===== src/rtl/debounce_pkg.sv =====
// Shared constants for the input debouncer: FSM state encoding and glitch counter width.
package debounce_pkg;

  typedef enum logic [1:0] {
    STABLE_LO = 2'd0,
    QUAL_HI   = 2'd1,
    STABLE_HI = 2'd2,
    QUAL_LO   = 2'd3
  } deb_state_e;

  localparam int unsigned GLITCH_W = 8;

endpackage


===== src/rtl/bit_synchronizer.sv =====
// Multi-flop synchronizer for a single asynchronous bit, synchronous active-high reset.
module bit_synchronizer #(
  parameter int unsigned SYNC_STAGES = 2
) (
  input  logic clk,
  input  logic rst,
  input  logic d,
  output logic q
);

  logic [SYNC_STAGES-1:0] chain;

  always_ff @(posedge clk) begin
    if (rst) begin
      chain <= '0;
    end else begin
      chain <= {chain[SYNC_STAGES-2:0], d};
    end
  end

  assign q = chain[SYNC_STAGES-1];

endmodule


===== src/rtl/input_debouncer.sv =====
// Debounces a raw asynchronous level: synchronizes it, then accepts a new level only after
// STABLE_CNT consecutive equal samples; shorter excursions are counted as glitches.
module input_debouncer
  import debounce_pkg::*;
#(
  parameter int unsigned SYNC_STAGES = 2,
  parameter int unsigned STABLE_CNT  = 16,
  parameter int unsigned CNT_W       = $clog2(STABLE_CNT)
) (
  input  logic                clk,
  input  logic                rst,
  input  logic                in,
  output logic                out,
  output logic                busy,
  output logic [GLITCH_W-1:0] glitch_cnt
);

  if (SYNC_STAGES < 2 || SYNC_STAGES > 4) begin : g_bad_sync_stages
    $error("input_debouncer: SYNC_STAGES must be in 2..4");
  end
  if (STABLE_CNT < 2 || STABLE_CNT > 65535) begin : g_bad_stable_cnt
    $error("input_debouncer: STABLE_CNT must be in 2..65535");
  end

  localparam logic [CNT_W-1:0] CntLast = CNT_W'(STABLE_CNT - 1);
  localparam logic [GLITCH_W-1:0] GlitchMax = '1;

  logic sync_in;

  bit_synchronizer #(
    .SYNC_STAGES(SYNC_STAGES)
  ) u_sync (
    .clk(clk),
    .rst(rst),
    .d  (in),
    .q  (sync_in)
  );

  deb_state_e          state_q, state_d;
  logic [CNT_W-1:0]    cnt_q, cnt_d;
  logic                out_q, out_d;
  logic                busy_q, busy_d;
  logic [GLITCH_W-1:0] glitch_q, glitch_d;

  always_ff @(posedge clk) begin
    if (rst) begin
      state_q  <= STABLE_LO;
      cnt_q    <= '0;
      out_q    <= 1'b0;
      busy_q   <= 1'b0;
      glitch_q <= '0;
    end else begin
      state_q  <= state_d;
      cnt_q    <= cnt_d;
      out_q    <= out_d;
      busy_q   <= busy_d;
      glitch_q <= glitch_d;
    end
  end

  always_comb begin
    state_d  = state_q;
    cnt_d    = cnt_q;
    out_d    = out_q;
    glitch_d = glitch_q;

    unique case (state_q)
      STABLE_LO: begin
        if (sync_in) begin
          state_d = QUAL_HI;
          cnt_d   = CNT_W'(1);
        end else begin
          cnt_d   = '0;
        end
      end
      QUAL_HI: begin
        if (!sync_in) begin
          state_d = STABLE_LO;
          cnt_d   = '0;
          if (glitch_q != GlitchMax) glitch_d = glitch_q + GLITCH_W'(1);
        end else if (cnt_q == CntLast) begin
          state_d = STABLE_HI;
          cnt_d   = '0;
          out_d   = 1'b1;
        end else begin
          cnt_d   = cnt_q + CNT_W'(1);
        end
      end
      STABLE_HI: begin
        if (!sync_in) begin
          state_d = QUAL_LO;
          cnt_d   = CNT_W'(1);
        end else begin
          cnt_d   = '0;
        end
      end
      QUAL_LO: begin
        if (sync_in) begin
          state_d = STABLE_HI;
          cnt_d   = '0;
          if (glitch_q != GlitchMax) glitch_d = glitch_q + GLITCH_W'(1);
        end else if (cnt_q == CntLast) begin
          state_d = STABLE_LO;
          cnt_d   = '0;
          out_d   = 1'b0;
        end else begin
          cnt_d   = cnt_q + CNT_W'(1);
        end
      end
      default: begin
        state_d = STABLE_LO;
        cnt_d   = '0;
      end
    endcase

    // busy is registered, so it follows the state being entered on this edge
    busy_d = (state_d == QUAL_HI) || (state_d == QUAL_LO);
  end

  assign out        = out_q;
  assign busy       = busy_q;
  assign glitch_cnt = glitch_q;

endmodule


===== config.mk =====
export PLATFORM = sky130hd
export DESIGN_NAME = input_debouncer
export DESIGN_NICKNAME = d
export VERILOG_FILES = /design/src/rtl/debounce_pkg.sv /design/src/rtl/bit_synchronizer.sv /design/src/rtl/input_debouncer.sv
export SDC_FILE = /design/constraint.sdc
export NUM_CORES = 1
export LEC_CHECK = 0
export ABC_AREA = 1
export CORE_ASPECT_RATIO = 1.2
export CORE_MARGIN = 2
export CORE_UTILIZATION = 51
export DETAILED_ROUTE_END_ITERATION = 10
export MAX_ROUTING_LAYER = met4
export PLACE_DENSITY_LB_ADDON = 0.3
export SLEW_MARGIN = 25
export SYNTH_ARGS = -nofsm -noshare
export SYNTH_HDL_FRONTEND = slang
export SYNTH_SLANG_ARGS = --single-unit

===== constraint.sdc =====
create_clock -name clk -period 1.3 [get_ports clk]
set_input_delay 0.325 -clock clk [delete_from_list [all_inputs] [get_ports clk]]
set_output_delay 0.325 -clock clk [all_outputs]
set_load 0.03 [all_outputs]

==> results.yml, run 1 <==
flow_run:
  drv_cap: 0
detailed_routing:
  route.detailed.drc: 0
  viasPerCell: 5.026
  drtAntennaViolNets: 0
  dr_total_vias: 774
  first_pass_iters: 4
  drt_iter0_drc: 18
  routed_wl_um: 1701
  routedWlPerCell_um: 11.05
clock_tree:
  cts_buffers: 3
  cts_tree: "yes"
  cts.path.max_buffers: 2
  path_clk_slew_ns: 0.10
  cts_sinks: 18
  htree_num_levels: 1
  clk_latency_ns: 0.31
  root_buffer: "clkbuf_4"
status:
  status: "complete, no violations"
power:
  p_per_area_nw_per_um2: 865.7
  power_uw: 973.8
  ir_drop_mv: 0.6378
  p_leak_nw: 0.4268
setup_path:
  cp_max_fo: 4
  worstPathArrival_ns: 0.95
  critPathCaptureType: "output pin"
  required_ns: 0.98
  max_stage_delay_ns: 0.35
  cp_num_buf_inv: 2
  slowest_stage: "dfxtp_2"
  worstSetupStartpointType: "flop"
  cp_common_cell: "buf_4"
  crit_chain: "buf_4 -> buf_4"
  crit_family: "flip-flops"
  crit_type: "flop to output pin"
floorplanning:
  row_count: 16
  start_util_pct: 54.57
  die_w_um: 42.26
  dieArea_um2: 2109
  coreArea_um2: 1642
  ios: 13
  die_y_um: 49.91
cells_and_area:
  syn_to_final_growth_pct: 25.56
  finish.utilization_pct: 68.52
  nets: 142
  drive_above_1_share_pct: 33.09
  nFillCells: 145
  num_antenna_cells: 0
grt:
  grt_max_degree: 11
  grt_overflow: 0
  antenna_found_initial: 0
  first_global_vias: 690
  grt_util_all_layers_pct: 18.78
  grt_pass1_wl_um: 2953
timing:
  finClkSkew_ns: 0.009897
  max_freq_ghz: 0.7833
  drv_slew: 0
  slew_headroom_pct: 82.96
  finalSetupViolations: 0
  layout_min_cycle_time_ns: 1.277
  post-route-period-util_pct: 98.21
  fin_worst_hold_slack_ns: 0.4166
  worst_pin_slew_ns: 0.2553
  rsz0062_at_grt: "false"
  finalHoldViolCount: 0
placed_design:
  gp_congestion: 0.7935
  portBuffers: 12
  dp_hpwl_um: 1280
yosys:
  yosys.area.top_type: "dfxtp_1"
  synth_compound_area_share_pct: 7.821
  synth_area_leaders: "dfxtp_1 (40%), nand2_1 (11%), nor2_1 (7.5%)"
  syn_nets: 122
  synth_top_area_share_pct: 40.22
  netlist_area_um2: 895.9
  synth_seq_cells: 18
  syn_avg_cell_area_um2: 7.657
  yosys.area_share.simple_pct: 38.69
  synth_top_family_by_area: "simple AND/OR/NAND/NOR gates"
  postSynthCellCount: 117
  synth_xor_xnor_area_share_pct: 3.911
  synthAdderAreaFrac_pct: 2.793
  netlist-cell-type-count: 24
  ys_seq_area_share_pct: 40.22
  synthMuxAreaShare_pct: 0
  yosysWarnings: 0
worst_hold_path:
  worst_hold_path_type: "flop to flop"
==> synthesized netlist by cell type (all sizes together) <==
cell type	count
dfxtp	18
a211oi	1
ha	2
buf	1
o21ai	2
nand2	31
a21oi	6
xor2	3
nor3b	2
nand3	12
xnor2	1
nor2	22
inv	13
o31ai	1
nand4	1
clkinv	1
==> sequential cells by signal, indices dropped and copies added (netlist names) <==
name and flops:
out 1, state_q 2, u_sync.chain 2, glitch_cnt 8, busy 1, cnt_q 4
==> kinds of logic after synthesis <==
| family | count (synthesis) |
|---|---|
| and+or+nand+nor | 68 |
| adders and majority gates | 2 |
| xor gates and xnor gates | 4 |
| buffers and inverters | 15 |
| DFF | 18 |
| AOI/OAI and AO/OA | 10 |
==> worst paths after layout <==
| kind | startpoint | endpoint | slack (ns) | depth (start not counted) |
|---|---|---|---|---|
| max reg2reg | glitch_cnt[0] | glitch_cnt[4] | 0.07 | 6 |
| min reg2reg | u_sync.chain[0] | u_sync.chain[1] | 0.42 | 2 |
| min | u_sync.chain[0] | u_sync.chain[1] | 0.42 | 2 |
| max | glitch_cnt[4] | glitch_cnt[4] | 0.02 | 2 |
==> metal layers <==
| layer | wire [um] | up-vias | track usage (%) |
|---|---|---|---|
| li1 | - | 407 | - |
| met5 | 0 | - | - |
| met1 | 761 | 344 | 22.75 |
| met4 | 48 | 0 | 10.94 |
| met2 | 835 | 18 | 29.74 |
| met3 | 56 | 5 | 2.198 |
==> cells in the final DEF, fill, tap and decap left out, drive strengths merged <==
master         instances
xor2                   3
nand4                  1
a211oi                 1
clkbuf                 4
dfxtp                 18
o21ai                  2
nor3b                  2
ha                     2
a21oi                  6
buf                   13
nand2                 31
nand3                 12
o31ai                  1
clkdlybuf4s15          1
inv                   13
nor2                  22
clkdlybuf4s50          2
clkinv                 1
xnor2                  1
==> report_power, final <==
group	total [mW]	leakage, nW	internal (mW)	switching (mW)
logic	0.0546	0.256	0.0216	0.0330
registers	0.562	0.150	0.554	0.00795
clock network	0.357	0.0210	0.171	0.186
total	0.974	0.427	0.747	0.227
==> through the flow <==
step	std cells	TNS, ns	setup WS, ns	instance area, um2
2_1_floorplan	117	0	0.01748	898.4
3_3_place_gp	149	0	0.03821	1036
3_5_place_dp	149	-0.05453	-0.04208	1036
4_1_cts	153	0	0.001189	1077
5_1_grt	154	0	0.002071	1125
6_report	154	0	0.02327	1125
==> final cells by class <==
| class | count | area, um2 | share of cell area, % |
|---|---|---|---|
| multi-input combinational | 84 | 504.2 | 44.83 |
| clock buffer | 4 | 36.28 | 3.226 |
| sequential | 18 | 375.4 | 33.37 |
| tap | 18 | 22.52 | 2.002 |
| inverter | 14 | 53.80 | 4.783 |
| timing repair buffer | 16 | 132.6 | 11.79 |
==> worst register-to-register path: cells and delay by family, from the launching register on <==
family / cells / cell delay, ns
adders and majority gates: 1 / 0.18
AOI/OAI and AO/OA: 1 / 0.12
and+or+nand+nor: 4 / 0.48
DFF: 1 / 0.38
==> what timing repair did <==
item / CTS / global route
gates cloned: 0 / 0
setup endpoints to repair: 4 / 10
pin swaps: 0 / 0
buffers inserted: 0 / 1
hold buffers: 0 / 0
gates resized for setup: 6 / 10
Power figures use the tool's default switching activity.
==> inputs of run 2 (changes only) <==
--- a/config.mk
+++ b/config.mk
@@ -9,7 +9,9 @@
 export CORE_ASPECT_RATIO = 1.2
 export CORE_MARGIN = 2
 export CORE_UTILIZATION = 51
+export CTS_CLUSTER_DIAMETER = 150
 export DETAILED_ROUTE_END_ITERATION = 10
+export HOLD_SLACK_MARGIN = 0.15
 export MAX_ROUTING_LAYER = met4
 export PLACE_DENSITY_LB_ADDON = 0.3
 export SLEW_MARGIN = 25
==> results of run 2 <==
No change in the layout: final DEF, timing and power equal those of run 1.
